**src/rtl/polynomial_estimator_mc.sv**
```systemverilog
// polynomial_estimator_mc
//   Multi-channel Horner evaluator y = c0 + c1*x + ... + c(N-1)*x^(N-1) on
//   IEEE-754 single-precision samples. There is one coefficient bank per
//   channel, and one shared multiplier and adder, each with one-cycle latency.
//   Optional macro POLY_EST_OUT_CLAMP_EN clamps the result magnitude to G_CLAMP_MAG.
// Ports:
//   clk, reset (sync, active-high), enable (low = reset), bypass (comb passthrough)
//   taps_prog_din/_valid/_ready, taps_prog_done, taps_reprog : coefficient load
//   din/din_chan/din_valid/din_ready   : sample input
//   dout/dout_chan/dout_valid/dout_ready : result output

// Float multiply with a registered result (latency 1). Truncating rounding;
// denormals are flushed to zero.
module floating_point_mult_valid_only (
  input  logic        clk,
  input  logic        reset,
  input  logic [31:0] din1,
  input  logic [31:0] din2,
  input  logic        din_valid,
  output logic [31:0] dout,
  output logic        dout_valid
);
  logic [23:0] w_ma, w_mb;
  logic [47:0] w_prod;
  logic [9:0]  w_exp;
  logic [31:0] w_res;

  always_comb begin
    w_ma   = {1'b1, din1[22:0]};
    w_mb   = {1'b1, din2[22:0]};
    w_prod = 48'(w_ma) * 48'(w_mb);
    w_exp  = {2'b0, din1[30:23]} + {2'b0, din2[30:23]} - 10'd127 + {9'b0, w_prod[47]};
    w_res  = {din1[31] ^ din2[31], 31'b0};
    if (din1[30:23] == 8'd0 || din2[30:23] == 8'd0)
      w_res = {din1[31] ^ din2[31], 31'b0};
    else if (din1[30:23] == 8'hFF || din2[30:23] == 8'hFF)
      w_res = {din1[31] ^ din2[31], 8'hFF, 23'b0};
    else if (w_exp[9] || w_exp == 10'd0)
      w_res = {din1[31] ^ din2[31], 31'b0};
    else if (w_exp >= 10'd255)
      w_res = {din1[31] ^ din2[31], 8'hFF, 23'b0};
    else
      w_res = {din1[31] ^ din2[31], w_exp[7:0],
               w_prod[47] ? w_prod[46:24] : w_prod[45:23]};
  end

  always_ff @(posedge clk) begin
    if (reset) dout_valid <= 1'b0;
    else       dout_valid <= din_valid;
    if (din_valid) dout <= w_res;
  end
endmodule

// Float add with a registered result (latency 1). Truncating alignment;
// denormals are treated as zero.
module floating_point_add_valid_only (
  input  logic        clk,
  input  logic        reset,
  input  logic [31:0] din1,
  input  logic [31:0] din2,
  input  logic        din_valid,
  output logic [31:0] dout,
  output logic        dout_valid
);
  logic [31:0] w_big, w_small, w_res;
  logic [7:0]  w_d;
  logic [23:0] w_ms, w_diff, w_norm;
  logic [24:0] w_sum;
  logic [4:0]  w_lz;
  logic        w_found;
  logic [9:0]  w_e;

  always_comb begin
    // Order operands by magnitude so the difference path never goes negative.
    if (din1[30:0] < din2[30:0]) begin w_big = din2; w_small = din1; end
    else                         begin w_big = din1; w_small = din2; end
    w_d    = w_big[30:23] - w_small[30:23];
    w_ms   = (w_d >= 8'd24) ? 24'd0 : ({1'b1, w_small[22:0]} >> w_d);
    w_sum  = {2'b01, w_big[22:0]} + {1'b0, w_ms};
    w_diff = {1'b1, w_big[22:0]} - w_ms;
    w_lz    = '0;
    w_found = 1'b0;
    for (int unsigned i = 0; i < 24; i++) begin
      if (!w_found && w_diff[23 - i]) begin
        w_lz    = 5'(i);
        w_found = 1'b1;
      end
    end
    w_norm = w_diff << w_lz;
    w_e    = '0;
    if (w_big[30:23] == 8'hFF || w_small[30:23] == 8'd0) begin
      w_res = w_big;
    end else if (w_big[31] == w_small[31]) begin
      w_e = {2'b0, w_big[30:23]} + {9'b0, w_sum[24]};
      if (w_e >= 10'd255) w_res = {w_big[31], 8'hFF, 23'b0};
      else w_res = {w_big[31], w_e[7:0], w_sum[24] ? w_sum[23:1] : w_sum[22:0]};
    end else if (w_diff == 24'd0) begin
      w_res = '0;
    end else begin
      w_e = {2'b0, w_big[30:23]} - {5'b0, w_lz};
      if (w_e[9] || w_e == 10'd0) w_res = {w_big[31], 31'b0};
      else                        w_res = {w_big[31], w_e[7:0], w_norm[22:0]};
    end
  end

  always_ff @(posedge clk) begin
    if (reset) dout_valid <= 1'b0;
    else       dout_valid <= din_valid;
    if (din_valid) dout <= w_res;
  end
endmodule

module polynomial_estimator_mc #(
  parameter int          G_POLY_ORDER   = 5,
  parameter int          G_NUM_CHANNELS = 2,
  parameter logic [31:0] G_CLAMP_MAG    = 32'h7F7FFFFF,
  localparam int         C_CW           = (G_NUM_CHANNELS > 1) ? $clog2(G_NUM_CHANNELS) : 1,
  localparam int         C_FP_DWIDTH    = 32
) (
  input  logic                   clk,
  input  logic                   reset,
  input  logic                   enable,
  input  logic                   bypass,
  input  logic [C_FP_DWIDTH-1:0] taps_prog_din,
  input  logic                   taps_prog_din_valid,
  output logic                   taps_prog_din_ready,
  output logic                   taps_prog_done,
  input  logic                   taps_reprog,
  input  logic [C_FP_DWIDTH-1:0] din,
  input  logic [C_CW-1:0]        din_chan,
  input  logic                   din_valid,
  output logic                   din_ready,
  output logic [C_FP_DWIDTH-1:0] dout,
  output logic [C_CW-1:0]        dout_chan,
  output logic                   dout_valid,
  input  logic                   dout_ready
);
  localparam int C_TOT = G_NUM_CHANNELS * G_POLY_ORDER;
  localparam int C_KW  = (C_TOT > 1) ? $clog2(C_TOT) : 1;

  typedef enum logic [2:0] {
    SM_INIT, SM_PROG_TAPS, SM_GET_INPUT, SM_MULT,
    SM_WAIT_MULT, SM_ADD, SM_WAIT_ADD, SM_SEND_OUTPUT
  } t_state;

  t_state      r_state;
  logic [31:0] r_coef [C_TOT];
  logic [C_KW-1:0] r_k;
  logic [31:0] r_x, r_acc, r_prod, r_dout;
  logic [C_CW-1:0] r_chan, r_dout_chan;
  logic [7:0]  r_idx;
  logic        r_mult_valid, r_add_valid;
  logic        r_din_ready, r_dout_valid, r_prog_ready, r_prog_done;

  logic            w_rst;
  logic [C_CW-1:0] w_chan_eff;
  logic [C_KW-1:0] w_addr;
  logic [31:0]     w_coef, w_mult_dout, w_add_dout;
  logic            w_mult_valid, w_add_valid;

  assign w_rst = reset | ~enable;

  // Out-of-range channel tags fall back to bank 0.
  always_comb begin
    w_chan_eff = (int'(din_chan) >= G_NUM_CHANNELS) ? '0 : din_chan;
    // While idle the address targets the top coefficient of the incoming
    // channel, so acc can be seeded in the same cycle as the handshake.
    if (r_state == SM_GET_INPUT)
      w_addr = C_KW'(int'(w_chan_eff) * G_POLY_ORDER + (G_POLY_ORDER - 1));
    else
      w_addr = C_KW'(int'(r_chan) * G_POLY_ORDER + int'(r_idx));
    w_coef = r_coef[w_addr];
  end

  function automatic logic [31:0] f_out(input logic [31:0] v);
`ifdef POLY_EST_OUT_CLAMP_EN
    if (v[30:0] > G_CLAMP_MAG[30:0]) return {v[31], G_CLAMP_MAG[30:0]};
`endif
    return v;
  endfunction

  floating_point_mult_valid_only u_mult (
    .clk(clk), .reset(w_rst), .din1(r_acc), .din2(r_x),
    .din_valid(r_mult_valid), .dout(w_mult_dout), .dout_valid(w_mult_valid)
  );

  floating_point_add_valid_only u_add (
    .clk(clk), .reset(w_rst), .din1(r_prod), .din2(w_coef),
    .din_valid(r_add_valid), .dout(w_add_dout), .dout_valid(w_add_valid)
  );

  // Coefficient storage is deliberately not cleared by reset.
  always_ff @(posedge clk) begin
    if (!w_rst && r_state == SM_PROG_TAPS && taps_prog_din_valid && r_prog_ready)
      r_coef[r_k] <= taps_prog_din;
  end

  always_ff @(posedge clk) begin
    if (w_rst) begin
      r_state      <= SM_INIT;
      r_din_ready  <= 1'b0;
      r_dout_valid <= 1'b0;
      r_prog_ready <= 1'b0;
      r_prog_done  <= 1'b0;
      r_mult_valid <= 1'b0;
      r_add_valid  <= 1'b0;
    end else begin
      r_mult_valid <= 1'b0;
      r_add_valid  <= 1'b0;
      case (r_state)
        SM_INIT: begin
          r_prog_ready <= 1'b1;
          r_k          <= '0;
          r_state      <= SM_PROG_TAPS;
        end
        SM_PROG_TAPS: begin
          if (taps_prog_din_valid && r_prog_ready) begin
            if (r_k == C_KW'(C_TOT - 1)) begin
              r_prog_ready <= 1'b0;
              r_prog_done  <= 1'b1;
              r_din_ready  <= 1'b1;
              r_state      <= SM_GET_INPUT;
            end else begin
              r_k <= r_k + 1'b1;
            end
          end
        end
        SM_GET_INPUT: begin
          if (taps_reprog) begin
            r_din_ready <= 1'b0;
            r_prog_done <= 1'b0;
            r_state     <= SM_INIT;
          end else if (din_valid && r_din_ready) begin
            r_x         <= din;
            r_chan      <= w_chan_eff;
            r_acc       <= w_coef;
            r_idx       <= 8'((G_POLY_ORDER >= 2) ? G_POLY_ORDER - 2 : 0);
            r_din_ready <= 1'b0;
            if (G_POLY_ORDER == 1) begin
              r_dout       <= f_out(w_coef);
              r_dout_chan  <= w_chan_eff;
              r_dout_valid <= 1'b1;
              r_state      <= SM_SEND_OUTPUT;
            end else begin
              r_state <= SM_MULT;
            end
          end
        end
        SM_MULT: begin
          r_mult_valid <= 1'b1;
          r_state      <= SM_WAIT_MULT;
        end
        SM_WAIT_MULT: begin
          if (w_mult_valid) begin
            r_prod  <= w_mult_dout;
            r_state <= SM_ADD;
          end
        end
        SM_ADD: begin
          r_add_valid <= 1'b1;
          r_state     <= SM_WAIT_ADD;
        end
        SM_WAIT_ADD: begin
          if (w_add_valid) begin
            r_acc <= w_add_dout;
            if (r_idx == 8'd0) begin
              r_dout       <= f_out(w_add_dout);
              r_dout_chan  <= r_chan;
              r_dout_valid <= 1'b1;
              r_state      <= SM_SEND_OUTPUT;
            end else begin
              r_idx   <= r_idx - 1'b1;
              r_state <= SM_MULT;
            end
          end
        end
        SM_SEND_OUTPUT: begin
          if (dout_ready) begin
            r_dout_valid <= 1'b0;
            r_din_ready  <= 1'b1;
            r_state      <= SM_GET_INPUT;
          end
        end
        default: r_state <= SM_INIT;
      endcase
    end
  end

  assign taps_prog_din_ready = r_prog_ready;
  assign taps_prog_done      = r_prog_done;
  assign dout       = bypass ? din        : r_dout;
  assign dout_chan  = bypass ? din_chan   : r_dout_chan;
  assign dout_valid = bypass ? din_valid  : r_dout_valid;
  assign din_ready  = bypass ? dout_ready : r_din_ready;
endmodule
```
**config.mk**
```make
export PLATFORM = sky130hd
export DESIGN_NAME = polynomial_estimator_mc
export DESIGN_NICKNAME = d
export VERILOG_FILES = /design/src/rtl/polynomial_estimator_mc.sv
export SDC_FILE = /design/constraint.sdc
export NUM_CORES = 2
export LEC_CHECK = 0
export BUFFER_PORTS_ARGS = -buffer_cell sky130_fd_sc_hd__buf_2
export CELL_PAD_IN_SITES_DETAIL_PLACEMENT = 2
export CELL_PAD_IN_SITES_GLOBAL_PLACEMENT = 2
export CORE_ASPECT_RATIO = 1.1
export CORE_MARGIN = 1.5
export CORE_UTILIZATION = 39
export DETAILED_ROUTE_END_ITERATION = 8
export MAX_ROUTING_LAYER = met4
export PLACE_DENSITY = 0.76
export SLEW_MARGIN = 20
export SYNTH_ARGS = -nofsm -noshare
export SYNTH_HDL_FRONTEND = slang
export SYNTH_HIERARCHICAL = 1
export SYNTH_SLANG_ARGS = --single-unit
```
**constraint.sdc**
```tcl
create_clock -name clk -period 11.17 [get_ports clk]
set_input_delay 0.5585 -clock clk [delete_from_list [all_inputs] [get_ports clk]]
set_output_delay 0.5585 -clock clk [all_outputs]
set_load 0.01 [all_outputs]
```
==> results by group <==
Routing
  • Detailed-router iteration count before antenna repair: 6
  • Remaining DRCs: 0
  • Number of routed nets with antenna violations: 0
  • Wire length per cell after detailed routing: 35.3 um
  • Total detailed-routing wirelength: ~260,000 um
  • Iteration-0 DRC count of the detailed router: 3,916
  • Via-to-Cell Ratio: roughly 6.3
  • Vias after detailed routing: 45,500

Logic synthesis
  • Count of mapped cells out of synthesis: 4,896
  • Average cell area after synthesis: 10.1 sq um
  • Number of synthesized flops with an enable pin: 526
  • Number of distinct library cells after synthesis: 107
  • Register area share after synthesis: 0.324
  • Number of register bits inferred by synthesis: 537
  • Yosys warns: 6
  • Share of async-settable or async-resettable flops after synthesis: 0
  • Most used flip-flop cell after synthesis: sky130_fd_sc_hd__edfxtp_1
  • Post-synthesis net count: 5,727
  • Combined area of all synthesized cells: 0.0494 sq mm

Critical path
  • Crit Path Category: register to register
  • Signal arrival time at the worst endpoint: approximately 13 ns
  • Worst EP required: 11.67 ns
  • Type of destination of the critical path: register
  • Highest cell delay on the worst timing path: 0.61 ns
  • Slowest-stage cell, CP: sky130_fd_sc_hd__nor2_1
  • Worst setup startpoint: r_state[2]$_SDFFE_PP0P_
  • Startpoint of the worst register-to-register path: r_state[2]$_SDFFE_PP0P_
  • Type of element launching the critical path: register
  • Worst-path fanout max: 12

Run status
  • Run status: finished with violations
  • Violated checks: max-capacitance violations, max-slew violations, negative setup slack

STA
  • Worst slew pin tran: 1.98 ns
  • Final critical-path required period: 12.99 ns
  • Final Hold Vio Count: 0
  • Relative slew slack: -0.336
  • RSZ-0062 raised after global routing: true
  • Worst Clk Skew: around 0.069 ns
  • Finish-stage setup viols: 31
  • Smallest setup slack after layout: -1.82 ns
  • Post-route clock period utilization: 1.16
  • Final count of pins violating max slew: 12
  • Highest clock rate: approximately 77 MHz
  • Total Neg Setup Slack: -49.78 ns
  • Hold Worst Slack: 0.0523 ns

Clock tree
  • TritonCTS clock tree: done
  • Clock tree sinks: 537
  • Clock latency of the later-clocked register in the worst-skew pair: 0.72 ns
  • Maximum number of buffers from clock root to sink: 3
  • H-tree depth: 2
  • CTS Buf Count: 59
  • Root buffer cell: sky130_fd_sc_hd__clkbuf_16
  • Clock-pin slew on the worst setup and hold paths: about 0.070 ns

GRT
  • Number of global-route vias before repair: 48,600
  • Antenna violations before repair: 19
  • First-pass GRT wire length: 326,000 um
  • Maximum number of pins on one net before global-route repair: 38
  • Total grt overflow: 0
  • Total routing usage reported by global routing: 0.352

Place
  • Last weighted congestion value of the routability-driven placer: between 0.9 and 1
  • Area after DPL: 0.0558 sq mm
  • Number of port buffers: 109
  • Placed cell count: 6,989
  • Detailed-placement wirelength estimate: 158,000 um
  • Setup WS pre-CTS: -1.10 ns

Finish
  • Post-route cell area: 0.0615 sq mm
  • Commonest non-fill, non-tap cell in the layout: sky130_fd_sc_hd__inv_1
  • Final Instance Count excl. Fillers: between 7,000 and 8,000
  • Net count, final: 6,361
  • Signed area change from the synthesized netlist to the final layout: 24.5%
  • Share of final-layout standard cells stronger than drive strength 1: 0.261
  • Post-route core utilization: 0.491
  • Most frequent cells in the layout: sky130_fd_sc_hd__inv_1 (652), sky130_fd_sc_hd__buf_4 (650), sky130_fd_sc_hd__edfxtp_1 (526)

Power
  • Switching share of power: 0.304
  • Cell internal power dissipation: around 3.7 mW
  • Design Power: around 5.3 mW
  • Peak supply drop: 0.124 mV
  • Power share of the clock group: 0.420
  • Psw: 1.61 mW
  • Sequential group share of total power: 0.416
  • Combinational fraction of design power: 0.164
  • Total power divided by cell area: about 86 mW/mm^2
  • Static Leakage: 26.3 nW

Floorplan
  • Die Outline Area: 0.129 sq mm
  • Die width: 342 um
  • Area inside the core boundary: ~0.13 sq mm
  • I/O pin total: 110
  • Site Rows: between 100 and 150
  • Effective utilization at floorplan: 0.394
  • Y dimension of the die: between 300 and 400 um

Worst hold path
  • Class of the worst hold path: primary input to register
  • Min-delay src: din[24]

Run
  • Reported max-cap violation count: 3
worst max-delay path, delay by kind of cell, from the launching register on:
kind                       cells  cell delay [ns]
AOI/OAI and AO/OA             20             4.22
xor gates and xnor gates       1             0.16
adders and majority gates      5             1.47
buffers and inverters         13             2.07
DFF                            1             0.44
muxes                          2             0.65
and+or+nand+nor               16             3.73
power by group through the flow:
stage / logic (mW) / registers [mW] / clock network (mW)
after detailed placement: 0.640 / 2.25 / 0
after CTS: 0.700 / 2.21 / 2.10
final: 0.869 / 2.21 / 2.23
after global routing: 0.881 / 2.21 / 2.26
after floorplan: 0.314 / 2.25 / 0
after global placement: 0.618 / 2.25 / 0
per-layer routing:
metal / share of wire / up-vias / track usage
li1: - / 17900 / -
met1: 0.35 / 23300 / 0.381
met2: 0.48 / 2891 / 0.617
met3: 0.075 / 1336 / 0.0437
met4: 0.095 / 0 / 0.207
met5: 0 / - / -
path summary, 6_finish.rpt:
path	end	slack [ns]	depth (start not counted)
setup / recovery	u_add/dout[16]$_DFFE_PP_	-1.82	57
hold / removal	r_x[24]$_DFFE_PP_	0.05	1
hold reg to reg	r_prod[3]$_DFFE_PP_	0.41	0
setup reg to reg	u_add/dout[16]$_DFFE_PP_	-1.82	57
logic make-up (layout without fill, tap and decap cells):
family / count (synthesis) / after routing / synth area share
and+or+nand+nor: 1407 / 1407 / 0.138
xor gates and xnor gates: 98 / 98 / 0.0175
other: 0 / 34 / 0
DFF: 537 / 537 / 0.324
muxes: 307 / 307 / 0.0660
buffers and inverters: 942 / 1627 / 0.0739
adders and majority gates: 758 / 758 / 0.266
AOI/OAI and AO/OA: 847 / 847 / 0.114
area by class of cell:
| class | instances | area, sq um |
|---|---|---|
| multi-input cells | 3417 | 32000 |
| inverters | 676 | 2540 |
| diodes | 34 | 85.1 |
| well taps | 1656 | 2070 |
| clock buffers | 71 | 1530 |
| flip-flops and latches | 537 | 16000 |
| repair buffers | 839 | 6770 |
| fillers | 12700 | 63700 |
| clock inverters | 41 | 448 |
flip-flops by register name (all words and copies together), names as in the netlist, 8 cells and up:
register,flops
u_mult/dout,32
r_x,32
r_idx,8
r_coef,320
r_prod,32
u_add/dout,32
r_dout,32
r_acc,32
synth_stat cells, types with 18 or more instances:
cell type,number,area (sq um)
sky130_fd_sc_hd__xor2_1,22,193
sky130_fd_sc_hd__a21o_1,46,345
sky130_fd_sc_hd__o2bb2ai_1,32,280
sky130_fd_sc_hd__a211oi_1,22,165
sky130_fd_sc_hd__mux2i_1,174,1740
sky130_fd_sc_hd__o21ai_0,131,656
sky130_fd_sc_hd__edfxtp_1,526,15800
sky130_fd_sc_hd__buf_1,22,82.6
sky130_fd_sc_hd__nand2_1,546,2050
sky130_fd_sc_hd__or3_1,47,294
sky130_fd_sc_hd__nor2b_1,39,244
sky130_fd_sc_hd__buf_2,33,165
sky130_fd_sc_hd__nor4_1,23,144
sky130_fd_sc_hd__nor2_1,266,998
sky130_fd_sc_hd__and2_1,258,1610
sky130_fd_sc_hd__o211ai_1,23,173
sky130_fd_sc_hd__a221oi_1,42,368
sky130_fd_sc_hd__inv_1,673,2530
sky130_fd_sc_hd__a22o_1,28,245
sky130_fd_sc_hd__o31ai_1,45,338
sky130_fd_sc_hd__a21oi_1,278,1390
sky130_fd_sc_hd__nor3_1,49,245
sky130_fd_sc_hd__o21bai_1,18,135
sky130_fd_sc_hd__nand4_1,20,125
sky130_fd_sc_hd__fa_1,485,9710
sky130_fd_sc_hd__nand3_1,42,210
sky130_fd_sc_hd__a22oi_1,18,135
sky130_fd_sc_hd__clkbuf_1,197,739
sky130_fd_sc_hd__a31oi_1,21,131
sky130_fd_sc_hd__ha_1,273,3420
sky130_fd_sc_hd__xnor2_1,75,657
sky130_fd_sc_hd__mux2_2,123,1390
sky130_fd_sc_hd__and3_1,22,138
sky130_fd_sc_hd__nand2b_1,28,175
repair_timing:
item / 4_1_cts / 5_1_grt
gates resized for setup: 197 / 300
pin swaps: 85 / 155
gates cloned: 5 / 5
buffers inserted: 51 / 78
endpoints found under the setup margin: 31 / 31
hold buffers: 0 / 0
Note: power is estimated with default switching activity, not from simulation.
